<file path="config.mk">
export PLATFORM = sky130hd
export DESIGN_NAME = sp_stack_mem_flat
export DESIGN_NICKNAME = d
export VERILOG_FILES = /design/src/rtl/sp_stack_if.sv /design/src/rtl/sp_stack_mem.sv /design/src/flat_wrapper.sv
export SDC_FILE = /design/constraint.sdc
export NUM_CORES = 1
export LEC_CHECK = 0
export ABC_AREA = 1
export CAP_MARGIN = 20
export CORE_UTILIZATION = 40
export CTS_CLUSTER_DIAMETER = 200
export DETAILED_ROUTE_END_ITERATION = 16
export GPL_ROUTABILITY_DRIVEN = 0
export HOLD_SLACK_MARGIN = 0.05
export PLACE_DENSITY_LB_ADDON = 0.15
export SETUP_SLACK_MARGIN = 0.05
export SLEW_MARGIN = 30
export SYNTH_ARGS = -nofsm -noshare
export SYNTH_HDL_FRONTEND = slang
export SYNTH_SLANG_ARGS = --single-unit
</file>
<file path="constraint.sdc">
create_clock -name clk -period 5.3 [get_ports clk]
set_input_delay 1.59 -clock clk [delete_from_list [all_inputs] [get_ports clk]]
set_output_delay 1.59 -clock clk [all_outputs]
set_load 0.01 [all_outputs]
</file>
<file path="src/rtl/sp_stack_if.sv">
// Bundles the command and status signals of the stack register file.
//   master : drives clear/push/pop/push_data, observes the status outputs
//   slave  : the stack itself
interface sp_stack_if #(
    parameter int unsigned DATA_W = 32,
    parameter int unsigned SP_W   = 5
);
    logic              clear;
    logic              push;
    logic              pop;
    logic [DATA_W-1:0] push_data;
    logic [DATA_W-1:0] pop_data;
    logic              pop_valid;
    logic [SP_W:0]     sp;
    logic              full;
    logic              empty;
    logic              overflow;
    logic              underflow;

    modport master (
        output clear, push, pop, push_data,
        input  pop_data, pop_valid, sp, full, empty, overflow, underflow
    );

    modport slave (
        input  clear, push, pop, push_data,
        output pop_data, pop_valid, sp, full, empty, overflow, underflow
    );
endinterface

</file>
<file path="src/rtl/sp_stack_mem.sv">
// LIFO register file at the storage end of the stack-pointer datapath.
// Ports:
//   clk, rst_n      : rising-edge clock, asynchronous active-low reset
//   bus (slave)     : clear/push/pop/push_data commands in; registered
//                     pop_data/pop_valid/sp/overflow/underflow and
//                     combinational full/empty decodes out
module sp_stack_mem #(
    parameter int unsigned DATA_W = 32,
    parameter int unsigned SP_W   = 5
) (
    input  logic         clk,
    input  logic         rst_n,
    sp_stack_if.slave    bus
);
    localparam int unsigned DEPTH = 2 ** SP_W;
    localparam int unsigned CNT_W = SP_W + 1;

    logic [DATA_W-1:0] mem [DEPTH];

    logic [CNT_W-1:0]  sp_q, sp_d;
    logic [DATA_W-1:0] pop_data_q, pop_data_d;
    logic              pop_valid_q, pop_valid_d;
    logic              overflow_q, overflow_d;
    logic              underflow_q, underflow_d;
    logic              we;
    logic [SP_W-1:0]   waddr;
    logic [SP_W-1:0]   top_idx;
    logic              full_c;
    logic              empty_c;

    // Status decodes of the occupancy count
    assign full_c  = (sp_q == CNT_W'(DEPTH));
    assign empty_c = (sp_q == '0);
    // Only meaningful when not empty
    assign top_idx = SP_W'(sp_q - CNT_W'(1));

    // Command decode: next state and write strobe
    always_comb begin
        sp_d        = sp_q;
        pop_data_d  = pop_data_q;
        pop_valid_d = 1'b0;
        overflow_d  = overflow_q;
        underflow_d = underflow_q;
        we          = 1'b0;
        waddr       = sp_q[SP_W-1:0];

        if (bus.clear) begin
            sp_d        = '0;
            overflow_d  = 1'b0;
            underflow_d = 1'b0;
        end else begin
            unique case ({bus.push, bus.pop})
                2'b10: begin
                    if (full_c) begin
                        overflow_d = 1'b1;
                    end else begin
                        we   = 1'b1;
                        sp_d = sp_q + CNT_W'(1);
                    end
                end
                2'b01: begin
                    if (empty_c) begin
                        underflow_d = 1'b1;
                    end else begin
                        pop_data_d  = mem[top_idx];
                        pop_valid_d = 1'b1;
                        sp_d        = sp_q - CNT_W'(1);
                    end
                end
                2'b11: begin
                    we = 1'b1;
                    if (empty_c) begin
                        // Illegal pop is flagged, but the push still lands in slot 0
                        underflow_d = 1'b1;
                        waddr       = '0;
                        sp_d        = CNT_W'(1);
                    end else begin
                        // Replace top: read old value, overwrite in place
                        pop_data_d  = mem[top_idx];
                        pop_valid_d = 1'b1;
                        waddr       = top_idx;
                    end
                end
                default: ;
            endcase
        end
    end

    // Control and status registers
    always_ff @(posedge clk or negedge rst_n) begin
        if (!rst_n) begin
            sp_q        <= '0;
            pop_data_q  <= '0;
            pop_valid_q <= 1'b0;
            overflow_q  <= 1'b0;
            underflow_q <= 1'b0;
        end else begin
            sp_q        <= sp_d;
            pop_data_q  <= pop_data_d;
            pop_valid_q <= pop_valid_d;
            overflow_q  <= overflow_d;
            underflow_q <= underflow_d;
        end
    end

    // Storage array; contents deliberately survive reset
    always_ff @(posedge clk) begin
        if (we) begin
            mem[waddr] <= bus.push_data;
        end
    end

    assign bus.sp        = sp_q;
    assign bus.pop_data  = pop_data_q;
    assign bus.pop_valid = pop_valid_q;
    assign bus.overflow  = overflow_q;
    assign bus.underflow = underflow_q;
    assign bus.full      = full_c;
    assign bus.empty     = empty_c;
endmodule

</file>
<file path="src/flat_wrapper.sv">
// flat-port wrapper written by rule: the top's interface ports become plain ports
module sp_stack_mem_flat 
#(
    parameter int unsigned DATA_W = 32,
    parameter int unsigned SP_W   = 5
)
  (clk, rst_n, bus_clear, bus_push, bus_pop, bus_push_data, bus_pop_data, bus_pop_valid, bus_sp, bus_full, bus_empty, bus_overflow, bus_underflow);
  sp_stack_if #(.DATA_W(DATA_W), .SP_W(SP_W)) bus_i ();
  input  logic clk;
  input  logic rst_n;
  input wire logic [$bits(bus_i.clear)-1:0] bus_clear;
  input wire logic [$bits(bus_i.push)-1:0] bus_push;
  input wire logic [$bits(bus_i.pop)-1:0] bus_pop;
  input wire logic [$bits(bus_i.push_data)-1:0] bus_push_data;
  output wire logic [$bits(bus_i.pop_data)-1:0] bus_pop_data;
  output wire logic [$bits(bus_i.pop_valid)-1:0] bus_pop_valid;
  output wire logic [$bits(bus_i.sp)-1:0] bus_sp;
  output wire logic [$bits(bus_i.full)-1:0] bus_full;
  output wire logic [$bits(bus_i.empty)-1:0] bus_empty;
  output wire logic [$bits(bus_i.overflow)-1:0] bus_overflow;
  output wire logic [$bits(bus_i.underflow)-1:0] bus_underflow;
  assign bus_i.clear = bus_clear;
  assign bus_i.push = bus_push;
  assign bus_i.pop = bus_pop;
  assign bus_i.push_data = bus_push_data;
  assign bus_pop_data = bus_i.pop_data;
  assign bus_pop_valid = bus_i.pop_valid;
  assign bus_sp = bus_i.sp;
  assign bus_full = bus_i.full;
  assign bus_empty = bus_i.empty;
  assign bus_overflow = bus_i.overflow;
  assign bus_underflow = bus_i.underflow;
  sp_stack_mem #(.DATA_W(DATA_W), .SP_W(SP_W)) u_core (.clk(clk), .rst_n(rst_n), .bus(bus_i));
endmodule
</file>
==> impl_results.md <==
- Number of flops mapped to enable cells by yosys: slightly above 1,000
- Clock Skew: 15.5 ps
- Core footprint: ~0.11 mm2
- CP Max Fanout: 105
- Row count: 119
- Final Util: 0.463
- Pwr Total: between 20 and 30 mW
- Clock Root Buffer: clkbuf_16
- Die Area: 0.109 mm2
- Most common library cells after synthesis: nand2_1 (1,377), edfxtp_1 (1,024), nand3_1 (880)
- Total GRT Usage: 0.235
- Die width: approximately 330 um
- Crit-path slowest cell: clkdlybuf4s50_1
- Crit path buf inv count: 3
- First-pass GRT wire length: 187,000 um
- Critical path arrival: 2820 ps
- CP startpoint kind: flop
- Count of unique library cells instantiated by Yosys: 31
- Synthesis-to-finish area growth: 14.1%
- FFs w/ async S/R, synth: 0.0385
- Pleak: between 15 and 20 nW
- CP Capture Type: output port
- Maximum vdd drop: 0.511 mV
- PortBufs: 79
- # Max-Cap Violations: 0
- Vias: 27,900
- Worst-path clk slew: 60 ps
- Fmax: roughly 230 MHz
- Synth Flop Type: edfxtp_1
- Post-synthesis cell count: 3,653
- Outcome: complete, no violations
- Post-CTS Resized: 0
- RSZ-0062 raised after global routing: false
- Die Y: 330 um
- Hpwl dp: 73,400 um
- Slew margin rel.: 0.314
- NumNets Final: roughly 3,700
- Slew Viols, Final: 0
- GRT overflow: 0
- CTS Hold Buffers Added: 0
- Layout cells sized above 1: 0.0845
- Starting DRT DRC Count: 3,270
- PD cells: 560 mW/mm2
- Vias in the first global route: 26,600
- Final setup violation count: 0
- Pin count of the biggest net entering global routing: around 190
- Total iterations of the first detailed-routing run: 5
- Crit path cell chain: inv_16, ha_4, inv_1, nor3_2, nand2_1, nor2_1, clkdlybuf4s50_1
- Syn Nets: 3,693
- H-tree lvl count: 3
- Setup Buffers After CTS: 0
- Cts bufs inserted: 112
- Least-Margin Pin Slew: a little over 1000 ps
- I/O pin count: 80
- CTS sink cnt: 1,065
- Post-Syn Area per Cell: 11.8 um2
- Share of the synthesized area in the top cell type: 0.715
- Area of the mapped netlist: ~0.043 mm2
- Post-synth top area cell: edfxtp_1
- Top cells by area, synth: edfxtp_1 (72%), nand2_1 (12%), nand3_1 (10%)
- Worst hold-check path type: flop to flop
- DRT antenna net count: 0
- Period Utilization, post-route: 0.832
- TNS Setup: 0 ps
- Starting density of the core: 0.406
- Clock Latency Late Sink: 690 ps
- Min Tclk post-route: roughly 4400 ps
- Count leader, synth: nand2_1
- Setup CP Type: flop to output port
- Vias per inst: around 5.4
- Post-route DRC violation count: 0
- Initial antenna violation count: 2
- Seq/Total Area, Yosys: 0.739
- Final Hold Vio Count: 0
- Routed wire length: between 100,000 and 150,000 um
- WHS: 485 ps
- CP top delay family: buffers and inverters
- Number of synthesized register bits: 1,065
- Max Buffers Root-to-Sink: 3
- Routed len/inst: 24.5 um
- Worst EP required: 3710 ps
- Max stage delay on crit path: 600 ps
- Synth warnings: 0
- CTS tree: done
through the flow:
| stage | setup slack [ps] | instance area, um2 | cells |
|---|---|---|---|
| 2_1_floorplan | 965 | 43000 | 3653 |
| 3_3_place_gp | 744 | 45500 | 4971 |
| 3_5_place_dp | 776 | 45500 | 4971 |
| 4_1_cts | 767 | 49100 | 5179 |
| 5_1_grt | 707 | 49100 | 5179 |
| 6_report | 888 | 49100 | 5181 |
power by group:
part	switching, mW	leakage (nW)	internal (mW)
clock	3.22	1.74	4.46
sequential	0.176	9.73	9.53
combinational	7.51	6.16	2.56
cell families after synthesis:
group / after synthesis / synth area share
simple gates: 2310 / 0.229
flops: 1065 / 0.739
buf+inv: 251 / 0.0267
compound gates: 19 / 0.00317
xor+xnor: 5 / 0.00146
fa+ha+maj: 3 / 0.000873
layout make-up:
class	instances	area [um2]
multi-input combinational	2337	10400
fill	9560	56800
sequential	1065	31800
clock inverter	59	507
timing repair buffer	155	1480
antenna	2	5.00
clock buffer	149	3060
inverter	23	115
tap	1391	1740
path summary, 6_finish.rpt:
kind	startpoint	end	slack, ps	depth (start not counted)
worst min register to register	u_core.bus.pop_data[1]$_DFFE_PN0P_	u_core.bus.pop_data[1]$_DFFE_PN0P_	480	2
max in group asynchronous	rst_n	u_core.bus.sp[0]$_DFFE_PN0P_	3680	2
worst max register to register	u_core.bus.sp[0]$_DFFE_PN0P_	u_core.mem[15][30]$_DFFE_PP_	1070	9
worst min-delay path	u_core.bus.pop_data[1]$_DFFE_PN0P_	u_core.bus.pop_data[1]$_DFFE_PN0P_	480	2
worst max-delay path	u_core.bus.sp[0]$_DFFE_PN0P_	bus_full	890	7
min in group asynchronous	rst_n	u_core.bus.pop_data[26]$_DFFE_PN0P_	790	1
sequential cells by signal (all words and copies together) (netlist names):
name	flops
u_core.bus.sp	6
u_core.mem	1024
u_core.bus.overflow	1
u_core.bus.pop_valid	1
u_core.bus.pop_data	32
u_core.bus.underflow	1
placed cells by master, fill, tap and decap left out, types with 3 or more instances in the layout:
cell type and count:
dfrtp_1 40, o22ai_1 4, buf_4 53, nor2_4 34, clkinv_2 18, clkinvlp_4 3
inv_2 4, buf_2 33, nand3_1 880, xor2_4 3, bufinv_16 9, inv_6 4
nand3_2 7, nand2_1 1376, inv_1 15, o21ai_0 5, clkinv_1 27, clkbuf_16 117
edfxtp_1 1024, a21oi_1 3, clkdlybuf4s50_1 46, clkbuf_1 31, nor2_1 9, buf_12 22
worst reg2reg max path: cells and delay by family, from the launching register on:
family,cells,cell delay (ps)
AO/OA/AOI/OAI,1,370
XOR/XNOR,1,690
adder cells (fa/ha/maj),1,300
buffers and inverters,3,1310
flip-flops,1,530
AND/OR/NAND/NOR,3,630
per-layer routing:
layer / track usage / wire length (um) / up-vias
met1: 0.352 / 57300 / 13900
met4: 0.0445 / 2070 / 0
met3: 0.0377 / 9330 / 145
met5: 0 / 0 / -
li1: - / - / 12900
met2: 0.364 / 58100 / 1012
Power figures use the tool's default switching activity.
